==> src/rtl/id_ex_stage.sv <==
// ID/EX pipeline register: captures decoded operands and control, resolves
// EX/MEM and MEM/WB forwarding onto the ALU operand buses, and inserts bubbles on load-use or flush.
module id_ex_stage #(
    parameter int CNT_W = 16
) (
    input  logic             clk,
    input  logic             reset,
    input  logic             id_valid,
    input  logic [4:0]       id_rs,
    input  logic [4:0]       id_rt,
    input  logic [4:0]       id_rd,
    input  logic [31:0]      id_rs_data,
    input  logic [31:0]      id_rt_data,
    input  logic [31:0]      id_imm,
    input  logic [4:0]       id_shamt,
    input  logic [3:0]       id_alu_control,
    input  logic             id_alu_src,
    input  logic             id_reg_dst,
    input  logic             id_reg_write,
    input  logic             id_mem_read,
    input  logic             id_mem_write,
    input  logic             id_mem_to_reg,
    input  logic             flush,
    input  logic             exmem_reg_write,
    input  logic [4:0]       exmem_dest,
    input  logic [31:0]      exmem_result,
    input  logic             memwb_reg_write,
    input  logic [4:0]       memwb_dest,
    input  logic [31:0]      memwb_result,
    output logic [31:0]      data1,
    output logic [31:0]      data2,
    output logic [3:0]       alu_control,
    output logic [4:0]       shift_amount,
    output logic             ex_valid,
    output logic [4:0]       ex_dest,
    output logic [31:0]      ex_store_data,
    output logic             ex_reg_write,
    output logic             ex_mem_read,
    output logic             ex_mem_write,
    output logic             ex_mem_to_reg,
    output logic             stall_out,
    output logic [CNT_W-1:0] bubble_count
);

    logic [4:0]  rs_q;
    logic [4:0]  rt_q;
    logic [31:0] rs_data_q;
    logic [31:0] rt_data_q;
    logic [31:0] imm_q;
    logic        alu_src_q;
    logic        bubble;
    logic [31:0] fwd_rs;
    logic [31:0] fwd_rt;

    always_comb begin
        stall_out = ex_valid && ex_mem_read && (ex_dest != 5'd0) && id_valid &&
                    ((ex_dest == id_rs) || (ex_dest == id_rt));
        bubble    = flush || stall_out;
    end

    // EX/MEM is the younger result, so it is checked first; r0 is hardwired and never forwarded.
    always_comb begin
        fwd_rs = rs_data_q;
        if (exmem_reg_write && (exmem_dest == rs_q) && (rs_q != 5'd0))
            fwd_rs = exmem_result;
        else if (memwb_reg_write && (memwb_dest == rs_q) && (rs_q != 5'd0))
            fwd_rs = memwb_result;

        fwd_rt = rt_data_q;
        if (exmem_reg_write && (exmem_dest == rt_q) && (rt_q != 5'd0))
            fwd_rt = exmem_result;
        else if (memwb_reg_write && (memwb_dest == rt_q) && (rt_q != 5'd0))
            fwd_rt = memwb_result;
    end

    always_comb begin
        data1         = fwd_rs;
        ex_store_data = fwd_rt;
        data2         = alu_src_q ? imm_q : fwd_rt;
    end

    // Operand fields load on every non-reset edge; only valid, control and dest are bubbled.
    always_ff @(posedge clk) begin
        if (reset) begin
            rs_q          <= '0;
            rt_q          <= '0;
            rs_data_q     <= '0;
            rt_data_q     <= '0;
            imm_q         <= '0;
            alu_src_q     <= 1'b0;
            shift_amount  <= '0;
            alu_control   <= '0;
            ex_valid      <= 1'b0;
            ex_dest       <= '0;
            ex_reg_write  <= 1'b0;
            ex_mem_read   <= 1'b0;
            ex_mem_write  <= 1'b0;
            ex_mem_to_reg <= 1'b0;
        end else begin
            rs_q         <= id_rs;
            rt_q         <= id_rt;
            rs_data_q    <= id_rs_data;
            rt_data_q    <= id_rt_data;
            imm_q        <= id_imm;
            alu_src_q    <= id_alu_src;
            shift_amount <= id_shamt;
            if (bubble) begin
                alu_control   <= '0;
                ex_valid      <= 1'b0;
                ex_dest       <= '0;
                ex_reg_write  <= 1'b0;
                ex_mem_read   <= 1'b0;
                ex_mem_write  <= 1'b0;
                ex_mem_to_reg <= 1'b0;
            end else begin
                alu_control   <= id_alu_control;
                ex_valid      <= id_valid;
                ex_dest       <= id_reg_dst ? id_rd : id_rt;
                ex_reg_write  <= id_valid && id_reg_write;
                ex_mem_read   <= id_valid && id_mem_read;
                ex_mem_write  <= id_valid && id_mem_write;
                ex_mem_to_reg <= id_valid && id_mem_to_reg;
            end
        end
    end

    always_ff @(posedge clk) begin
        if (reset)
            bubble_count <= '0;
        else if (bubble && (bubble_count != '1))
            bubble_count <= bubble_count + 1'b1;
    end

endmodule
==> config.mk <==
export PLATFORM = sky130hd
export DESIGN_NAME = id_ex_stage
export DESIGN_NICKNAME = d
export VERILOG_FILES = /design/src/rtl/id_ex_stage.sv
export SDC_FILE = /design/constraint.sdc
export NUM_CORES = 1
export LEC_CHECK = 0
export ABC_AREA = 1
export CAP_MARGIN = 20
export CORE_AREA = 2 2 132 134
export DETAILED_ROUTE_END_ITERATION = 10
export DIE_AREA = 0 0 134 136
export PLACE_DENSITY = 0.8
export SLEW_MARGIN = 20
export SYNTH_ARGS = -nofsm -noshare
export SYNTH_HDL_FRONTEND = slang
export SYNTH_SLANG_ARGS = --single-unit
export TNS_END_PERCENT = 30
==> constraint.sdc <==
create_clock -name clk -period 3.4 [get_ports clk]
set_input_delay 0.68 -clock clk [delete_from_list [all_inputs] [get_ports clk]]
set_output_delay 0.68 -clock clk [all_outputs]
set_load 0.02 [all_outputs]
==> key figures <==
Status
  – Result of the run: completed

Timing
  – Period Utilization, post-route: between 90% and 100%
  – Worst clock skew on the final layout: about 0.0054 ns
  – Setup repair after global routing missed its margin: yes
  – Number of pins with negative max-slew slack in the final report: 0
  – Hold Vio Cnt, Final: 0
  – Worst Hold Margin: around 0.51 ns
  – Least-Margin Pin Slew: 0.589 ns
  – Max-Slew Margin vs Limit: 60.7%
  – Highest clock frequency the design can meet: about 0.3 GHz
  – Setup violations, final: 0
  – Setup slack after layout: 0.0727 ns
  – Min cycle time layout: 3.33 ns

Die
  – Top Ports: ~340
  – Die boundary height: about 140 µm
  – Number of standard-cell rows in the floorplan: 48
  – Core Area: roughly 17,000 µm²
  – Floorplan die width: 134 µm
  – Starting Density: 41.8%
  – Die ar.: 18,200 µm²

Layout
  – Final instance area: 11,300 µm²
  – Fraction of final layout cells with drive strength greater than 1: 6.35%
  – Ant. Diodes: 0
  – Final Core Density: 66.8%
  – Number of fill cells in the layout: about 1,500
  – Registers with the most flip-flops: imm_q (32), rs_data_q (32), rt_data_q (32)
  – Layout net count: about 1,600
  – Layout area overhead: 60.0%
  – Final std cells w/o fill: 1,611

Placed design
  – Cell total after placement: 1,580
  – Worst-case setup slack after placement: -0.227 ns
  – IO buf count: 337
  – GP Congestion: 0.884
  – Estimated wirelength of the detail-placed design: about 19,000 µm
  – Placed Instance Area: 10,800 µm²

Routing
  – Via density: 4.90
  – Post-detailed-route DRC marker count: 0
  – Count of antenna-violating nets left after detailed routing: 0
  – Total number of vias: between 7,000 and 8,000
  – Total Routed Length: 25,200 µm
  – DR WL/cell: 15.7 µm
  – Pre-antenna DRT Iters: 5
  – Initial drt markers: 511

Global routing
  – Largest net degree at the start of global routing: 56
  – Vias in the first global route: 7,564
  – All-layer global routing usage: 27.4%
  – Number of antenna violations at the first check in global routing: 1
  – First-pass GRT wire length: 38,800 µm
  – Total gr overflow: 0

Clock tree
  – Worst-Skew Late Latency: 0.42 ns
  – H-tree lvl count: 4
  – Quantity of hold-fixing buffers added after cts: 0
  – CTS tree: built
  – Clock slew seen by the registers of the worst setup and hold paths: 0.06 ns
  – Max clock buf depth: 2
  – Clock Root Buffer: sky130_fd_sc_hd__clkbuf_16
  – Sinks on the clock net: 142
  – Number of buffers created by CTS: 17
  – Setup Buffers After CTS: 0

Logic synthesis
  – Count of flip-flops with a built-in enable after synthesis: 0
  – Total standard cell area after synthesis: between 7000 and 8000 µm²
  – Synthesized netlist net count: 1,255
  – Fraction of synthesis flops using an asynchronous set or reset pin: 0%
  – Number of register bits inferred by synthesis: 142
  – Sequential share of the synthesized area: 40.3%
  – Cell count after synthesis: 1,048
  – Mean post-synth cell area: 6.73 µm²
  – Number of library cell types mapped by synthesis: 33
  – Synth warnings: 0
  – Main synth FF type: sky130_fd_sc_hd__dfxtp_1

Setup path
  – CP Data Required Time: approximately 2.7 ns
  – Critical path arrival: 2.65 ns
  – Endpoint class of the critical path: primary output
  – Critical Path Max Stage Delay: around 0.52 ns
  – CP max FO: 45
  – CP cell instances: clkdlybuf4s50_1, xnor2_1, nand3_1, nor3_2, nand2_2, buf_12, or2_2, and2_1, clkdlybuf4s15_1
  – CP Class: input pin to primary output
  – Crit start category: input pin
  – Critical Path Slowest Stage Cell: sky130_fd_sc_hd__clkdlybuf4s50_1

Power and ir drop
  – Power density over cell area: 418 nW/µm²
  – Maximum vdd drop: 0.000315 V
  – Pleak: 5.40 nW

Min path
  – Worst min-delay path class: flip-flop to flip-flop

Flow run
  – Total of max-cap violations: 0
[cells in the final DEF (no fill, tap or decap), types with 4 or more instances in the layout]
master and n:
sky130_fd_sc_hd__dlygate4sd2_1 70, sky130_fd_sc_hd__dfxtp_1 142, sky130_fd_sc_hd__clkdlybuf4s15_1 18, sky130_fd_sc_hd__xnor2_1 17, sky130_fd_sc_hd__buf_4 17, sky130_fd_sc_hd__nor2_1 184
sky130_fd_sc_hd__nand3_1 159, sky130_fd_sc_hd__bufinv_16 5, sky130_fd_sc_hd__a31oi_1 32, sky130_fd_sc_hd__nor2_4 4, sky130_fd_sc_hd__or2_1 26, sky130_fd_sc_hd__nand2_2 4
sky130_fd_sc_hd__nand2_1 196, sky130_fd_sc_hd__clkdlybuf4s50_1 239, sky130_fd_sc_hd__buf_12 10, sky130_fd_sc_hd__and2_1 32, sky130_fd_sc_hd__nand4_1 4, sky130_fd_sc_hd__or2_2 4
sky130_fd_sc_hd__a21oi_1 21, sky130_fd_sc_hd__clkbuf_16 17, sky130_fd_sc_hd__inv_1 136, sky130_fd_sc_hd__clkbuf_2 8, sky130_fd_sc_hd__xor2_1 10
[cells by family (layout without fill, tap and decap cells)]
group	after synthesis	after routing	share of synthesized area [%]
AO/OA/AOI/OAI	57	57	4.72
AND/OR/NAND/NOR	626	626	40.1
buffers and inverters	195	533	11.3
XOR/XNOR	27	27	3.36
adder cells (fa/ha/maj)	1	1	0.177
flip-flops	142	142	40.3
[final timing paths]
| kind | depth (start not counted) | endpoint | from | slack, ns |
|---|---|---|---|---|
| worst max-delay path | 9 | ex_store_data[0] | exmem_dest[2] | 0.07 |
| worst min-delay path | 2 | bubble_count[1] | bubble_count[1] | 0.51 |
| worst max register to register | 7 | bubble_count[14] | bubble_count[0] | 1.52 |
| worst min register to register | 2 | bubble_count[1] | bubble_count[1] | 0.51 |
[cell type report]
cell class / count / area, µm² / area share [%]
inverters: 139 / 522 / 4.63
flip-flops and latches: 142 / 2840 / 25.2
multi-input cells: 711 / 3430 / 30.4
clock buffers: 20 / 447 / 3.96
repair buffers: 363 / 3570 / 31.6
clock inverters: 11 / 190 / 1.69
well taps: 225 / 282 / 2.50
[power by group]
part           total [mW]  switching, mW  internal [mW]
clock                2.02          0.704           1.31
combinational       0.924          0.472          0.451
sequential           1.78         0.0319           1.74
[worst max-delay path, delay by kind of cell]
kind	cells	cell delay [ns]
xor gates and xnor gates	1	0.14
and+or+nand+nor	5	0.77
buffers and inverters	3	1.03
[cells in the mapped netlist, types with 2 or more instances]
library cell               count  area (µm²)
sky130_fd_sc_hd__a31oi_1      32         200
sky130_fd_sc_hd__o211ai_1      3        22.5
sky130_fd_sc_hd__inv_1       136         510
sky130_fd_sc_hd__xnor2_1      17         149
sky130_fd_sc_hd__buf_2        23         115
sky130_fd_sc_hd__nor3_2        2        20.0
sky130_fd_sc_hd__clkbuf_1     18        67.6
sky130_fd_sc_hd__buf_6         4        45.0
sky130_fd_sc_hd__xor2_1       10        87.6
sky130_fd_sc_hd__clkbuf_2      3        15.0
sky130_fd_sc_hd__or2_0         2        12.5
sky130_fd_sc_hd__nand2_1     196         736
sky130_fd_sc_hd__dfxtp_1     142        2840
sky130_fd_sc_hd__inv_2         3        11.3
sky130_fd_sc_hd__nand2_4       2        22.5
sky130_fd_sc_hd__or2_1        26         163
sky130_fd_sc_hd__and2_1       32         200
sky130_fd_sc_hd__nand2_2       5        31.3
sky130_fd_sc_hd__nand3_1     159         796
sky130_fd_sc_hd__nor3_4        2        32.5
sky130_fd_sc_hd__nor2_1      185         694
sky130_fd_sc_hd__buf_1         7        26.3
sky130_fd_sc_hd__or2_2         4        25.0
sky130_fd_sc_hd__nor2_2        2        12.5
sky130_fd_sc_hd__a21oi_1      21         105
sky130_fd_sc_hd__nand4_1       4        25.0
sky130_fd_sc_hd__nor3_1        2        10.0
[per-layer routing]
metal  GRT usage (%)  vias up  wire length, µm
met3            7.42       64             2150
met2            48.8      356            12200
met5               0        -               16
met1            31.2     3576             9930
met4            10.8        2              892
li1                -     3897                -
[per-stage QoR]
| stage | power [mW] | TNS (ns) |
|---|---|---|
| 6_report | 4.72 | 0 |
| 5_1_grt | 4.90 | -0.0595 |
| 3_5_place_dp | 2.80 | -11.46 |
| 2_1_floorplan | 2.23 | 0 |
| 4_1_cts | 4.75 | 0 |
| 3_3_place_gp | 2.79 | -9.86 |
[repair_timing]
| action | CTS | global route |
|---|---|---|
| cloned | 0 | 0 |
| resized for setup | 96 | 38 |
| pin swaps | 0 | 4 |
| setup endpoints to repair | 96 | 66 |
Note: power is estimated with default switching activity, not from simulation.
